==> src/rtl/parking_gate_ctrl.sv <==
// Parking barrier controller: conditions the lane sensors, runs one FSM per
// lane (entry, exit) and serialises the car_entered/car_exited events for
// the downstream occupancy counter.

// Two-flop synchronizer followed by a consecutive-sample debouncer.
module pgc_debounce #(
  parameter int DEBOUNCE_CYCLES = 4
) (
  input  logic clk,
  input  logic rst,
  input  logic raw,
  output logic level
);
  logic       s1, s2;
  logic [3:0] cnt;

  // Accept a new level only after DEBOUNCE_CYCLES identical differing samples.
  always_ff @(posedge clk or posedge rst) begin
    if (rst) begin
      s1    <= 1'b0;
      s2    <= 1'b0;
      level <= 1'b0;
      cnt   <= '0;
    end else begin
      s1 <= raw;
      s2 <= s1;
      if (s2 == level) begin
        cnt <= '0;
      end else if (cnt == 4'(DEBOUNCE_CYCLES - 1)) begin
        level <= s2;
        cnt   <= '0;
      end else begin
        cnt <= cnt + 4'd1;
      end
    end
  end
endmodule

// One lane: admission check, barrier drive, pass tracking and timeout.
// The exit lane is given permanently-true space flags, so its CHECK always
// proceeds to OPEN.
module pgc_lane #(
  parameter int GATE_TIMEOUT = 1000
) (
  input  logic clk,
  input  logic rst,
  input  logic sensor,
  input  logic pass,
  input  logic is_uni,
  input  logic space_uni,
  input  logic space_gen,
  output logic barrier,
  output logic done,
  output logic done_uni,
  output logic denied,
  output logic fault
);
  typedef enum logic [2:0] {IDLE, CHECK, OPEN, PASSING, WAIT_CLEAR} state_t;

  state_t      state, state_n;
  logic        cls, cls_n;
  logic [15:0] tcnt, tcnt_n;
  logic        barrier_n, done_n, done_uni_n, denied_n, fault_n;

  // State and registered outputs.
  always_ff @(posedge clk or posedge rst) begin
    if (rst) begin
      state    <= IDLE;
      cls      <= 1'b0;
      tcnt     <= '0;
      barrier  <= 1'b0;
      done     <= 1'b0;
      done_uni <= 1'b0;
      denied   <= 1'b0;
      fault    <= 1'b0;
    end else begin
      state    <= state_n;
      cls      <= cls_n;
      tcnt     <= tcnt_n;
      barrier  <= barrier_n;
      done     <= done_n;
      done_uni <= done_uni_n;
      denied   <= denied_n;
      fault    <= fault_n;
    end
  end

  // Next state and next output values; pulses default low.
  always_comb begin
    state_n    = state;
    cls_n      = cls;
    tcnt_n     = tcnt;
    barrier_n  = barrier;
    done_n     = 1'b0;
    done_uni_n = 1'b0;
    denied_n   = 1'b0;
    fault_n    = fault;
    case (state)
      IDLE: begin
        barrier_n = 1'b0;
        if (sensor) begin
          cls_n   = is_uni;
          state_n = CHECK;
        end
      end
      CHECK: begin
        if (cls ? space_uni : space_gen) begin
          state_n   = OPEN;
          barrier_n = 1'b1;
          tcnt_n    = '0;
        end else begin
          denied_n = 1'b1;
          state_n  = WAIT_CLEAR;
        end
      end
      OPEN: begin
        if (pass) begin
          state_n = PASSING;
        end else if (tcnt == 16'(GATE_TIMEOUT - 1)) begin
          fault_n   = 1'b1;
          barrier_n = 1'b0;
          state_n   = WAIT_CLEAR;
        end else begin
          tcnt_n = tcnt + 16'd1;
        end
      end
      PASSING: begin
        if (!pass) begin
          done_n     = 1'b1;
          done_uni_n = cls;
          barrier_n  = 1'b0;
          state_n    = WAIT_CLEAR;
        end
      end
      WAIT_CLEAR: begin
        barrier_n = 1'b0;
        if (!sensor) state_n = IDLE;
      end
      default: begin
        barrier_n = 1'b0;
        state_n   = IDLE;
      end
    endcase
  end
endmodule

module parking_gate_ctrl #(
  parameter int DEBOUNCE_CYCLES = 4,
  parameter int GATE_TIMEOUT    = 1000
) (
  input  logic       clk,
  input  logic       reset,
  input  logic       entry_sensor,
  input  logic       entry_is_uni,
  input  logic       entry_pass_sensor,
  input  logic       exit_sensor,
  input  logic       exit_is_uni,
  input  logic       exit_pass_sensor,
  input  logic       uni_is_vacated_space,
  input  logic       is_vacated_space,
  output logic       entry_barrier_open,
  output logic       exit_barrier_open,
  output logic       car_entered,
  output logic       is_uni_car_entered,
  output logic       car_exited,
  output logic       is_uni_car_exited,
  output logic       entry_denied,
  output logic [1:0] gate_fault
);
  // Lane index 0 = entry, 1 = exit.
  logic [3:0] raw, deb;
  logic [1:0] sensor, pass, is_uni, space_uni, space_gen;
  logic [1:0] barrier, done, done_uni, denied, fault;
  logic       pend, pend_uni;

  assign raw = {exit_pass_sensor, exit_sensor, entry_pass_sensor, entry_sensor};

  for (genvar i = 0; i < 4; i++) begin : g_deb
    pgc_debounce #(.DEBOUNCE_CYCLES(DEBOUNCE_CYCLES)) u_deb (
      .clk(clk), .rst(reset), .raw(raw[i]), .level(deb[i])
    );
  end

  assign sensor    = {deb[2], deb[0]};
  assign pass      = {deb[3], deb[1]};
  assign is_uni    = {exit_is_uni, entry_is_uni};
  assign space_uni = {1'b1, uni_is_vacated_space};
  assign space_gen = {1'b1, is_vacated_space};

  for (genvar l = 0; l < 2; l++) begin : g_lane
    pgc_lane #(.GATE_TIMEOUT(GATE_TIMEOUT)) u_lane (
      .clk(clk), .rst(reset),
      .sensor(sensor[l]), .pass(pass[l]), .is_uni(is_uni[l]),
      .space_uni(space_uni[l]), .space_gen(space_gen[l]),
      .barrier(barrier[l]), .done(done[l]), .done_uni(done_uni[l]),
      .denied(denied[l]), .fault(fault[l])
    );
  end

  // An exit that coincides with an entry waits one cycle in the pending slot.
  always_ff @(posedge clk or posedge reset) begin
    if (reset) begin
      pend     <= 1'b0;
      pend_uni <= 1'b0;
    end else begin
      pend     <= done[1] & done[0];
      pend_uni <= done_uni[1];
    end
  end

  assign entry_barrier_open = barrier[0];
  assign exit_barrier_open  = barrier[1];
  assign car_entered        = done[0];
  assign is_uni_car_entered = done[0] & done_uni[0];
  assign car_exited         = pend | (done[1] & ~done[0]);
  assign is_uni_car_exited  = pend ? pend_uni : (done[1] & ~done[0] & done_uni[1]);
  // Only the entry lane can refuse; the exit lane's flag is structurally 0.
  assign entry_denied       = |denied;
  assign gate_fault         = fault;
endmodule

==> config.mk <==
export PLATFORM = sky130hd
export DESIGN_NAME = parking_gate_ctrl
export DESIGN_NICKNAME = d
export VERILOG_FILES = /design/src/rtl/parking_gate_ctrl.sv
export SDC_FILE = /design/constraint.sdc
export NUM_CORES = 1
export LEC_CHECK = 0
export ABC_AREA = 1
export ABC_CLOCK_PERIOD_IN_PS = 3620
export CELL_PAD_IN_SITES_DETAIL_PLACEMENT = 0
export CELL_PAD_IN_SITES_GLOBAL_PLACEMENT = 1
export CORE_MARGIN = 4
export CORE_UTILIZATION = 49
export CTS_BUF_LIST = sky130_fd_sc_hd__clkbuf_16
export DETAILED_ROUTE_END_ITERATION = 8
export HOLD_SLACK_MARGIN = 0.12
export PLACE_DENSITY = 0.95
export SLEW_MARGIN = 10
export SYNTH_ARGS = -nofsm -noshare
export SYNTH_HDL_FRONTEND = slang
export SYNTH_HIERARCHICAL = 1
export SYNTH_SLANG_ARGS = --single-unit
==> constraint.sdc <==
create_clock -name clk -period 3.62 [get_ports clk]
set_input_delay 0.724 -clock clk [delete_from_list [all_inputs] [get_ports clk]]
set_output_delay 0.724 -clock clk [all_outputs]
set_load 0.03 [all_outputs]
Word-level counts from Yosys, hierarchy flattened --
Index checks and enable logic that the tools add are counted. W data, S select, Z words.
Word-level totals: register bits 79, logic and storage cells 151
Operators by class: add/sub/neg operators 6, equal/unequal tests 33, multiplexer cells 49, bitwise gates (word level) 12, reduce and logical (&&, ||, !) cells 18
Operators by type and width (number):
- $mux W16 | 5
- $pmux W16 S2 | 2
- $mux W3 | 11
- $add A16 B1 Y16 const B | 2
- $eq A16 B10 Y1 const B | 2
- $mux W4 | 8
- $pmux W3 S5 | 2
- $ne A2 B2 Y1 const B | 10
- $mux W1 | 19
- $add A4 B1 Y4 const B | 4
- $eq A4 B2 Y1 const B | 4
- $reduce_and A4 Y1 | 4
- $eq A3 B2 Y1 const B | 4
- $reduce_and A2 Y1 | 6
- $reduce_and A3 Y1 | 4
- $not A1 Y1 | 7
- $eq A3 B1 Y1 const B | 2
- $eq A3 B3 Y1 const B | 2
- $logic_not A3 Y1 | 2
- $ne A2 B1 Y1 const B | 3
- $ne A3 B2 Y1 const B | 2
- $pmux W1 S3 | 2
- $and A1 B1 Y1 | 4
- $eq A1 B1 Y1 | 4
- other kinds (2) | 3

Depth between registers and ports, before layout --
Gate-level depths: netlist of run 1.
word-level depth 4, gate-level depth with buffers 11, gate-level depth less buffers 10

Cells and area by module --
The synthesis of run 1 kept the hierarchy.
Modules (own cells, without submodules):
- pgc_lane at g_lane[1].u_lane | instances 1, cells an instance 231, area each 1587.8 um2
- pgc_lane at g_lane[0].u_lane | instances 1, cells an instance 216, area each 1525.2 um2
- pgc_debounce | instances 4, cells an instance 29, area each 290.3 um2
- parking_gate_ctrl | instances 1, cells an instance 19, area each 117.6 um2

Worst setup path after synthesis of run 1 --
Ideal clock, no wire load.
path type reg-to-output, from register g_lane[0].u_lane.done, to output is_uni_car_exited, data arrival time 1.051 ns, setup slack 1.845 ns, stages on the path, launching flop included 4, cell sequence dfrtp_1 -> inv_1 -> a21oi_1 -> nor2_1
On the way: word-level cells in the longest chain between the ends 4
RTL lines:
- start: declaration | RTL line 53 | output logic done,
- start signal: assignment | RTL line 81 | done <= done_n;
- $not A1 Y1 | RTL line 216 | assign is_uni_car_exited = pend ? pend_uni : (done[1] & ~done[0] & done_uni[1]);
- $and A1 B1 Y1 (2 in a row) | RTL line 216
- $mux W1 | RTL line 216
- end: declaration | RTL line 166 | output logic is_uni_car_exited,
Every way passes these cells.

Final worst setup path of run 1 --
Ends and elaborated chain as after synthesis.

==> results of run 1 <==
==> power by group through the flow <==
stage	Combinational [mW]	Sequential (mW)	Clock (mW)
detailed placement	0.852	1.20	0
global route	0.962	1.21	0.901
global placement	0.840	1.20	0
CTS	0.861	1.19	0.862
floorplan	0.686	1.18	0
finish	0.851	1.19	0.834
==> worst min-delay path by stage <==
| stage | startpoint | endpoint | slack (ns) | cells after the start |
|---|---|---|---|---|
| after global routing | g_deb[3].u_deb/s1 | g_deb[3].u_deb/s2 | 0.36 | 0 |
| after floorplan | g_deb[0].u_deb/s1 | g_deb[0].u_deb/s2 | 0.33 | 0 |
| after global placement | g_deb[3].u_deb/s1 | g_deb[3].u_deb/s2 | 0.33 | 0 |
| after detailed placement | g_deb[1].u_deb/s1 | g_deb[1].u_deb/s2 | 0.34 | 0 |
| after CTS | g_deb[3].u_deb/s1 | g_deb[3].u_deb/s2 | 0.35 | 0 |
| final | g_deb[3].u_deb/s1 | g_deb[3].u_deb/s2 | 0.35 | 0 |
==> Yosys cell counts, types with 4 or more instances <==
cell type / n
sky130_fd_sc_hd__ha_1: 6
sky130_fd_sc_hd__nand4_1: 16
sky130_fd_sc_hd__xnor2_1: 8
sky130_fd_sc_hd__o21ai_0: 6
sky130_fd_sc_hd__o21ai_1: 5
sky130_fd_sc_hd__inv_2: 12
sky130_fd_sc_hd__nor2_1: 65
sky130_fd_sc_hd__nand2_2: 12
sky130_fd_sc_hd__nand2_4: 5
sky130_fd_sc_hd__nor3_1: 7
sky130_fd_sc_hd__nand3_1: 44
sky130_fd_sc_hd__a21boi_1: 4
sky130_fd_sc_hd__nor2_2: 13
sky130_fd_sc_hd__xor2_1: 6
sky130_fd_sc_hd__nand2_1: 197
sky130_fd_sc_hd__dfrtp_1: 80
sky130_fd_sc_hd__a21oi_1: 6
sky130_fd_sc_hd__o21bai_1: 4
sky130_fd_sc_hd__inv_1: 60
==> logic make-up (layout without fill, tap and decap cells) <==
| group | Yosys count | count (layout) | share of synthesized area |
|---|---|---|---|
| xor gates and xnor gates | 14 | 14 | 0.0279 |
| and+or+nand+nor | 372 | 372 | 0.383 |
| AOI/OAI and AO/OA | 31 | 31 | 0.0433 |
| buffers and inverters | 78 | 108 | 0.0715 |
| DFF | 80 | 80 | 0.456 |
| adders and majority gates | 6 | 6 | 0.0171 |
| other | 1 | 2 | 0.000854 |
==> through the flow <==
| stage | instances | total power [mW] | hold slack [ns] | worst slack [ns] |
|---|---|---|---|---|
| 2_1_floorplan | 583 | 1.87 | 0.331 | 1.85 |
| 3_3_place_gp | 705 | 2.04 | 0.334 | 1.50 |
| 3_5_place_dp | 705 | 2.05 | 0.337 | 1.48 |
| 4_1_cts | 721 | 2.91 | 0.348 | 1.24 |
| 5_1_grt | 721 | 3.08 | 0.361 | 1.13 |
| 6_report | 721 | 2.87 | 0.346 | 1.27 |
==> worst max-delay path, delay by kind of cell (launching register included) <==
kind | cells | cell delay [ns]
AOI/OAI and AO/OA | 1 | 0.07
buffers and inverters | 2 | 0.75
DFF | 1 | 0.40
and+or+nand+nor | 1 | 0.09
==> registers in the layout, summed over array words and instances, names as in the netlist <==
register,cells
pend_uni,1
g_lane.u_lane/cls,2
g_deb.u_deb/level,4
pend,1
g_lane.u_lane/denied,2
g_deb.u_deb/s2,4
g_lane.u_lane/barrier,2
g_lane.u_lane/done,2
g_lane.u_lane/done_uni,2
g_deb.u_deb/cnt,16
g_lane.u_lane/fault,2
g_lane.u_lane/state,6
g_lane.u_lane/tcnt,32
g_deb.u_deb/s1,4
==> routing by layer <==
| metal | GRT usage | up-vias | share of wire |
|---|---|---|---|
| met5 | 0 | - | 0 |
| met2 | 0.290 | 44 | 0.48 |
| li1 | - | 1873 | - |
| met4 | 0.0686 | 0 | 0.016 |
| met3 | 0.0237 | 14 | 0.024 |
| met1 | 0.241 | 1661 | 0.48 |
==> area by class of cell <==
type,instances,area [µm²],share of cell area
Clock buffer,9,225,0.0454
Sequential cell,80,2000,0.404
Inverter,74,279,0.0563
Multi-Input combinational cell,425,2080,0.420
Timing Repair Buffer,18,180,0.0364
Clock inverter,7,55.1,0.0111
Tap cell,108,135,0.0273
==> flow_summary.ini, run 1 <==
[sta]
fin_crit_sh = 0.650
timing_max_transition_violations_final = 0
grt_setup_unrepaired = no
timing_hold_violations_final = 0
tightest_slew_ns = 0.980
final.setup_skew_ns = 0.00623
fin_tns_setup_ns = 0
finalSetupViolations = 0
timing.final.crit_period_ns = 2.35
highest_clock_frequency_the_design_can_meet_ghz = 0.425
max_slew_margin = 0.346

[detailed_routing]
num_vias = 3592
avgRoutedWirePerCell_um = 11.7
drt_iter0_drc = 194
postRouteWirelength_mm = 8.43
number_of_nets_with_antenna_violations_after_detailed_routing = 0
drtPass1Iterations = 5
total_drc_errors_in_the_routed_layout = 0
detail_route.vias_per_cell = 4.98

[critical_path]
regToRegSetupSlack_ns = 1.97
slowest_stage = sky130_fd_sc_hd__clkdlybuf4s50_1
rr_startpoint = g_lane[0].u_lane/tcnt[0]
crit_reg_reg_endpoint = g_lane[0].u_lane/tcnt[12]
critical_path.max_fanout = 4
critical_path.endpoint = is_uni_car_exited
worstSetupEndpointType = output port
timing.critical_path.from_type = flop
timing.critical_path.cells = inv_1 > a21oi_1 > nor2_1 > clkdlybuf4s50_1
r2r_cells = 8
critical_path_class = reg2out
cp_slowest_stage_delay_ns = 0.68
critPathLaunch = g_lane[0].u_lane/done
critical_path_required_ns = 2.90
worstPathArrival_ns = 1.63

[power]
seq_power_share = 0.413
power.share.combinational = 0.296
power_per_cell_area_nw_per_um2 = 580
power.switching_mw = 1.08
power.clock.fraction = 0.290
power.ir.vdd_worst_mv = 0.324
p_leak_nw = 2.48
swShare = 0.375
power.internal_mw = 1.80

[cts]
cts_max_path_buffers = 2
cts_hold_buf = 0
worstSkewPairLatency_ns = 0.33
clock-sinks = 80
post_cts.repair.setup_buffers = 0
htree_levels = 3
clk_transition_reported_paths_ns = 0.06
postCtsResizedCells = 0
cts_tree = done
cts_root_buffer = sky130_fd_sc_hd__clkbuf_16
cts_buffer_count = 9

[cells_and_area]
fill_cells = 789
commonest_non_fill_non_tap_cell_in_the_layout = sky130_fd_sc_hd__nand2_1
final_area_um2 = 4960
fin_nets = 624
final_core_util = 0.568
layout_common_cells = sky130_fd_sc_hd__nand2_1 (197), sky130_fd_sc_hd__dfrtp_1 (80), sky130_fd_sc_hd__nor2_1 (65)
areaGrowthSynthToFinish_pct = 12.8
antennaDiodeCount = 0
drive_above_1_share = 0.114

[global_routing]
via_count_of_the_first_global_routing_pass = 3471
wire_length_of_the_first_global_routing_pass_mm = 15.1
grt_overflow = 0
grt_start_max_net_pins = 26
all_layer_gr_usage = 0.178
grt_antenna_before_repair = 0

[die]
core.rowCount = 34
dieWidth_um = 103
dieHeight_um = 103
core_um2 = 8720
effective_utilization_at_floorplan = 0.504
io-pin-count = 19
die-area_um2 = 10500

[synth]
top_post_synthesis_cells_by_area = sky130_fd_sc_hd__dfrtp_1 (46%), sky130_fd_sc_hd__nand2_1 (17%), sky130_fd_sc_hd__nor2_1 (5.6%)
yosys_warnings = 6
post_synth.cell_area_avg_um2 = 7.55
synth.yosys.seq_area_share = 0.456
synth-seq-cells = 80
synthCells = 582
dominantRegCellSynth = sky130_fd_sc_hd__dfrtp_1
synth_cell_types = 37
yosys.area.top_type_share = 0.456
mappedNetlistArea_um2 = 4390
asyncSetResetFlopFracSynth = 1.00
number_of_enable_type_register_cells_in_the_synthesized_netlist = 0
post-synth-top-area-cell = sky130_fd_sc_hd__dfrtp_1

[status]
run_status = finished, final reports clean

[placed_design]
port_buffers = 18
gpl_wtd_cong = 0.909
post-dp-hpwl_mm = 6.19
postPlaceCellArea_um2 = 4680

[job]
max-cap-violations = 0

[hold_path]
min_path_type = reg2reg
Note: power is estimated with default switching activity, not from simulation.
==> run 2, diff against run 1 <==
Settings changed: ABC_CLOCK_PERIOD_IN_PS 3620 to 2200, CORE_UTILIZATION 49 to 45, PLACE_DENSITY 0.95 to 0.9.
Clock period 3.62 ns to 2.2 ns, I/O delays scaled along.
==> run 2 against run 1 <==
  * Critical path type unchanged
  * Largest power group unchanged
  * Clock power up 83%
  * Hold slack better by 0.013 ns
  * Sequential power increased by 65%
  * Final area is 1.3% higher
==> flow_summary.ini, run 2 (same netlist as run 1, synthesis figures left out) <==
[status]
run_status = finished, final reports clean

[sta]
fin_crit_sh = 0.945
grt_setup_unrepaired = no
final.setup_skew_ns = 0.00932
tightest_slew_ns = 0.505
timing.hold.ws_ns = 0.359
fin_tns_setup_ns = 0
timing.final.crit_period_ns = 2.08
timing_max_transition_violations_final = 0
timing_hold_violations_final = 0
highest_clock_frequency_the_design_can_meet_ghz = 0.481
finalSetupViolations = 0
max_slew_margin = 0.663
layout_setup_ws_ns = 0.120

[cts]
cts_root_buffer = sky130_fd_sc_hd__clkbuf_16
cts_buffer_count = 9
postCtsResizedCells = 0
htree_levels = 3
post_cts.repair.setup_buffers = 0
clk_transition_reported_paths_ns = 0.07
clock-sinks = 80
cts_tree = done
worstSkewPairLatency_ns = 0.33
cts_hold_buf = 0
cts_max_path_buffers = 2

[critical_path]
regToRegSetupSlack_ns = 0.53
critical_path_required_ns = 1.76
crit_reg_reg_endpoint = g_lane[0].u_lane/tcnt[15]
worstPathArrival_ns = 1.64
critical_path.endpoint = is_uni_car_exited
critical_path_class = reg2out
worstSetupEndpointType = output port
critPathLaunch = g_lane[0].u_lane/done
timing.critical_path.from_type = flop
r2r_cells = 8
rr_startpoint = g_lane[0].u_lane/tcnt[0]
critical_path.max_fanout = 4

[placed_design]
postPlaceCellArea_um2 = 4720
preCtsSetupSlack_ns = 0.450
post-dp-hpwl_mm = 6.40
port_buffers = 18
numPlacedInstances = 728
gpl_wtd_cong = 0.833

[cells_and_area]
areaGrowthSynthToFinish_pct = 14.3
largest_register_ff_count = 32
fill_cells = 897
commonest_non_fill_non_tap_cell_in_the_layout = sky130_fd_sc_hd__nand2_1
antennaDiodeCount = 0
finish.cell_count_without_fillers = 744
final_area_um2 = 5020
reg_top3 = g_lane.u_lane/tcnt x32, g_deb.u_deb/cnt x16, g_lane.u_lane/state x6
final_core_util = 0.536
regMostFlops = g_lane.u_lane/tcnt
fin_nets = 626
layout_common_cells = sky130_fd_sc_hd__nand2_1 (197), sky130_fd_sc_hd__dfrtp_1 (80), sky130_fd_sc_hd__nor2_1 (65)
drive_above_1_share = 0.119

[die]
effective_utilization_at_floorplan = 0.469
dieWidth_um = 107
die-area_um2 = 11400
dieHeight_um = 107
core.rowCount = 35
io-pin-count = 19
core_um2 = 9370

[power]
power.ir.vdd_worst_mv = 0.642
design_power_total_mw = 4.90
power.internal_mw = 3.08
power.clock.fraction = 0.312
swShare = 0.372
p_leak_nw = 2.51
seq_power_share = 0.400
power_per_cell_area_nw_per_um2 = 976
power.switching_mw = 1.82
power.share.combinational = 0.288

[hold_path]
min_path_type = reg2reg
worstHoldPathCells = 0

[global_routing]
all_layer_gr_usage = 0.170
grt_overflow = 0
wire_length_of_the_first_global_routing_pass_mm = 15.8
grt_antenna_before_repair = 0
via_count_of_the_first_global_routing_pass = 3506
grt_start_max_net_pins = 25

[detailed_routing]
drtPass1Iterations = 4
drt_iter0_drc = 134
number_of_nets_with_antenna_violations_after_detailed_routing = 0
total_drc_errors_in_the_routed_layout = 0
detail_route.vias_per_cell = 4.91
avgRoutedWirePerCell_um = 11.9
postRouteWirelength_mm = 8.82
num_vias = 3653

[job]
max-cap-violations = 0
-- run 2: cell count changes in the layout (fill, tap and decap cells not counted), sizes merged --
cell / before / now
clkinvlp: 1 / 0
bufinv: 0 / 1
buf: 0 / 2
-- run 2: worst min-delay path by stage --
stage / end / slack [ns] / startpoint
after floorplan: pend / 0.18 / reset
after global placement: g_deb[2].u_deb/s2 / 0.33 / g_deb[2].u_deb/s1
after detailed placement: g_deb[2].u_deb/s2 / 0.34 / g_deb[2].u_deb/s1
after CTS: g_deb[2].u_deb/s2 / 0.36 / g_deb[2].u_deb/s1
after global routing: g_deb[2].u_deb/s2 / 0.37 / g_deb[2].u_deb/s1
final: g_deb[2].u_deb/s2 / 0.36 / g_deb[2].u_deb/s1
-- run 2: final cells by class --
type / instances / area (µm²) / share of cell area
tap: 129 / 161 / 0.0321
clock buffer: 9 / 225 / 0.0449
multi-input combinational: 425 / 2080 / 0.414
clock inverter: 7 / 78.8 / 0.0157
timing repair buffer: 20 / 195 / 0.0389
sequential: 80 / 2000 / 0.399
inverter: 74 / 279 / 0.0556
-- run 2: routing by layer --
metal | share of wire | global-route usage | up-vias
li1 | - | - | 1882
met1 | 0.48 | 0.224 | 1704
met2 | 0.48 | 0.280 | 56
met3 | 0.028 | 0.0325 | 11
met4 | 0.014 | 0.0575 | 0
met5 | 0 | 0 | -
-- run 2: power by group through the flow --
stage / Combinational [mW] / Clock (mW) / Sequential (mW)
2_1_floorplan: 1.13 / 0 / 1.95
5_1_grt: 1.60 / 1.62 / 2.00
3_3_place_gp: 1.39 / 0 / 1.96
4_1_cts: 1.43 / 1.56 / 1.96
3_5_place_dp: 1.41 / 0 / 1.98
6_report: 1.41 / 1.53 / 1.96
-- run 2: worst max-delay path, stage by stage, from the launching register on --
cell and delay [ns]:
sky130_fd_sc_hd__dfrtp_1 0.41, sky130_fd_sc_hd__inv_1 0.06, sky130_fd_sc_hd__a21oi_1 0.07, sky130_fd_sc_hd__nor2_1 0.09, sky130_fd_sc_hd__clkdlybuf4s50_1 0.68
==> RTL edit 1: new RTL, config.mk and constraints of run 1 <==
The 5 states of `state_t` get a one-hot encoding in 5 bits.
--- a/src/rtl/parking_gate_ctrl.sv
+++ b/src/rtl/parking_gate_ctrl.sv
@@ -57,3 +57,3 @@
 );
-  typedef enum logic [2:0] {IDLE, CHECK, OPEN, PASSING, WAIT_CLEAR} state_t;
+  typedef enum logic [4:0] {IDLE = 5'b00001, CHECK = 5'b00010, OPEN = 5'b00100, PASSING = 5'b01000, WAIT_CLEAR = 5'b10000} state_t;
 
Check against the original RTL: no difference found for any inputs over 10 cycles, from zero or initial values and one cycle with reset high; not proved beyond that.
==> RTL edit 1 against run 1 <==
  * Sequential cell count is 4 higher
  * Cell area grew 4.1%
  * First-iteration DRC count is 15% lower
  * Largest cell class unchanged
  * Sequential share of layout area is 0.41 points higher
  * Count of clock-buffer cells in the layout stayed put
  * Setup slack lost 0.044 ns
  * Non-clock buffer count grew 2
  * Critical path depth is the same
  * Core utilization shrank 0.75 points
  * Synthesized area is 4.8% higher
  * Routed wire length rose by 10%
  * Power rose by 4.7%
==> RTL edit 1: results (changes against run 1) <==
result of the run finished clean; cell count after synthesis 619 (+6.4%); share of layout cells above drive strength 1 9.877% (-1.5 points); reg-to-reg slack, setup 1.48 ns (-0.49 ns); Tot Pwr 3.009 mW (+4.7%); count of inverters not on the clock network in the layout 85 (+15%); synth-to-layout area growth 12.10%; Hold Crit Start g_deb[0].u_deb/s1; post-route non-filler standard cell count 759 (+5.3%); multi-input gate share of the layout cell area 41.05% (-0.91 points); pin count of the biggest net entering global routing 28 (+7.7%); Max rail drop VDD 0.0003827 V (+18%); net count of the finished layout 659 (+5.6%); Worst Hold Slack 0.3490 ns (+0.003434 ns); worst flop-to-flop path startpoint g_lane[1].u_lane/state[0]; worst flop-to-flop path endpoint g_lane[1].u_lane/tcnt[1]; Netlist cell types 31 (-16%); Seq/Total Area, Yosys 45.74% (+0.16 points); routability cong. 0.8445 (-7.1%); endpoint of the worst hold path g_deb[0].u_deb/s2; worst reg-to-reg path cell count 7 (-1); Clock buf/inv share 5.483% (-0.17 points); detail-routed net length per standard cell 12.22 microns (+4.5%); met2 layer wire length in the routed design 4.594 mm (+15%); global routing met1 resource utilization 21.66% (-2.4 points); fill count 861 (+9.1%); total iterations of the first detailed-routing run 4 (-1); Final Worst Setup Slack 1.223 ns (-0.04368 ns); placed instance count 743 (+5.4%); worst path arrival time 1.67 ns (+0.04 ns); registers with the most flip-flops g_lane.u_lane/tcnt (32), g_deb.u_deb/cnt (16), g_lane.u_lane/state (10); Non-clock buffering overhead 3.785% (+0.15 points); max_slew headroom 28.95% (-5.6 points); leading cell types by total area after synthesis dfrtp_1 45%, nand2_1 15%, nand3_1 7.7%; LEAKAGE 2.613 nW (+5.2%); sequential cell count 84 (+5.0%)
-- RTL edit 1: cell count changes after synthesis, sizes merged, moves of 4 or more --
cell / run 1 / this run
inv: 72 / 85
nand4: 16 / 22
xnor2: 8 / 4
nand2: 214 / 199
nor2: 82 / 95
nand3: 47 / 72
a21oi: 8 / 3
buf: 3 / 8
o21ai: 11 / 16
-- RTL edit 1: worst max-delay path, cell delays in order (launching register included) --
cell and delay, ns:
dfrtp_1 0.41, inv_1 0.06, a21oi_1 0.19, inv_1 0.07, clkdlybuf4s50_1 0.60
-- RTL edit 1: cell families (layout without fill, tap and decap cells) --
kind of cell | count (synthesis) | after routing | share of synthesized area [%]
AOI/OAI and AO/OA | 27 | 27 | 3.372
xor gates and xnor gates | 7 | 7 | 1.333
adders and majority gates | 6 | 6 | 1.632
buffers and inverters | 93 | 121 | 8.322
DFF | 84 | 84 | 45.74
other | 1 | 2 | 0.08151
and+or+nand+nor | 401 | 401 | 39.52
==> RTL edit 2: new RTL, settings of run 1 <==
Made on the original files. `GATE_TIMEOUT` is set to 1000 in 2 places; all go to 500.
--- a/src/rtl/parking_gate_ctrl.sv
+++ b/src/rtl/parking_gate_ctrl.sv
@@ -42,3 +42,3 @@
 module pgc_lane #(
-  parameter int GATE_TIMEOUT = 1000
+  parameter int GATE_TIMEOUT = 500
 ) (
@@ -148,3 +148,3 @@
   parameter int DEBOUNCE_CYCLES = 4,
-  parameter int GATE_TIMEOUT    = 1000
+  parameter int GATE_TIMEOUT    = 500
 ) (
Behaviour: no difference found for any inputs over 10 cycles, from zero or initial values and one cycle with reset high; that may be too few to reach the edited logic, so the function may still have changed.
==> RTL edit 2 against run 1 <==
  * Power increased by 4.2%
  * Cell area unchanged
  * Global-route usage increased by 0.55 points
  * Setup slack got worse by 0.040 ns
  * Count of clock-buffer cells in the layout unchanged
  * Synthesized area decreased by 0.94%
  * Routed wire length increased by 3.7%
  * Sequential cell count unchanged
  * Via count decreased by 1.7%
  * Die area decreased by 0.86%
  * Core utilization increased by 0.28 points
  * Critical path depth unchanged
  * Highest routed layer unchanged
  * First-iteration DRC count decreased by 29%
  * Fmax decreased by 1.7%
  * Largest cell class unchanged
==> RTL edit 2: results (changes against run 1) <==
net count of the finished layout 606 (-2.9%); fill count 842 (+6.7%); timing endpoint of the critical path car_exited; Hold Crit Start g_deb[2].u_deb/s1; met2 layer wire length in the routed design 4.356 mm (+8.7%); met2 layer usage reported by global route 31.53% (+2.5 points); worst path arrival time 1.67 ns (+0.04 ns); Max rail drop VDD 0.0003539 V (+9.4%); result of the run finished clean; post-detailed-route via-to-cell ratio 5.021 (+0.79%); DRC marker count from the first detailed-route iteration 137 (-29%); worst reg-to-reg path cell count 7 (-1); pre-CTS setup slack 1.390 ns (-0.08506 ns); LEAKAGE 2.474 nW (-0.41%); Overall Global Routing Usage 18.33% (+0.55 points); leading cell types by total area after synthesis dfrtp_1 46%, nand2_1 15%, nor2_1 5.6%; wire length of the first global-routing pass 15.41 mm (+1.7%); wire length on met1 3.994 mm (-2.2%); routability cong. 0.8643 (-4.9%); global routing met1 resource utilization 23.42% (-0.68 points); Netlist cell types 33 (-11%); reg-to-reg slack, setup 1.85 ns (-0.12 ns); number of global-route vias before repair 3,450 (-0.61%); Final Worst Setup Slack 1.226 ns (-0.04033 ns); sum of net half-perimeters after detailed placement 6.360 mm (+2.7%)
## RTL edit 2: where the power goes
| group | total, mW | switching [mW] | internal [mW] |
|---|---|---|---|
| combinational | 0.845 | 0.562 | 0.283 |
| sequential | 1.19 | 0.152 | 1.03 |
| clock | 0.963 | 0.358 | 0.605 |
| total | 2.99 | 1.07 | 1.92 |
## RTL edit 2: kinds of logic (layout without fill, tap and decap cells)
group | count (synthesis) | in the layout | synth area share, %
fa+ha+maj | 6 | 6 | 1.726
xor+xnor | 15 | 15 | 3.020
simple gates | 359 | 359 | 38.40
flops | 80 | 80 | 46.02
other cells | 1 | 2 | 0.08620
buf+inv | 74 | 106 | 7.017
compound gates | 27 | 27 | 3.739
## RTL edit 2: layout make-up
type                       instances  share of cell area [%]
multi-input combinational        409                   41.30
sequential                        80                   40.39
inverter                          72                   5.453
clock buffer                       9                   4.544
timing repair buffer              18                   3.635
tap                              108                   2.727
clock inverter                     7                   1.944
## RTL edit 2: metrics by stage
step / power [mW] / hold slack [ns] / instances
4_1_cts: 3.020 / 0.3609 / 703
2_1_floorplan: 1.864 / 0.3312 / 563
3_5_place_dp: 2.035 / 0.3479 / 687
5_1_grt: 3.184 / 0.3659 / 703
6_report: 2.994 / 0.3564 / 703
3_3_place_gp: 2.002 / 0.3333 / 687
## RTL edit 2: how the worst min path moves through the flow
stage | end | slack [ns] | depth (start not counted)
finish | g_deb[2].u_deb/s2 | 0.36 | 0
global route | g_deb[2].u_deb/s2 | 0.37 | 0
detailed placement | g_deb[2].u_deb/s2 | 0.35 | 0
global placement | g_deb[1].u_deb/s2 | 0.33 | 0
floorplan | g_deb[0].u_deb/s2 | 0.33 | 0
CTS | g_deb[2].u_deb/s2 | 0.36 | 0
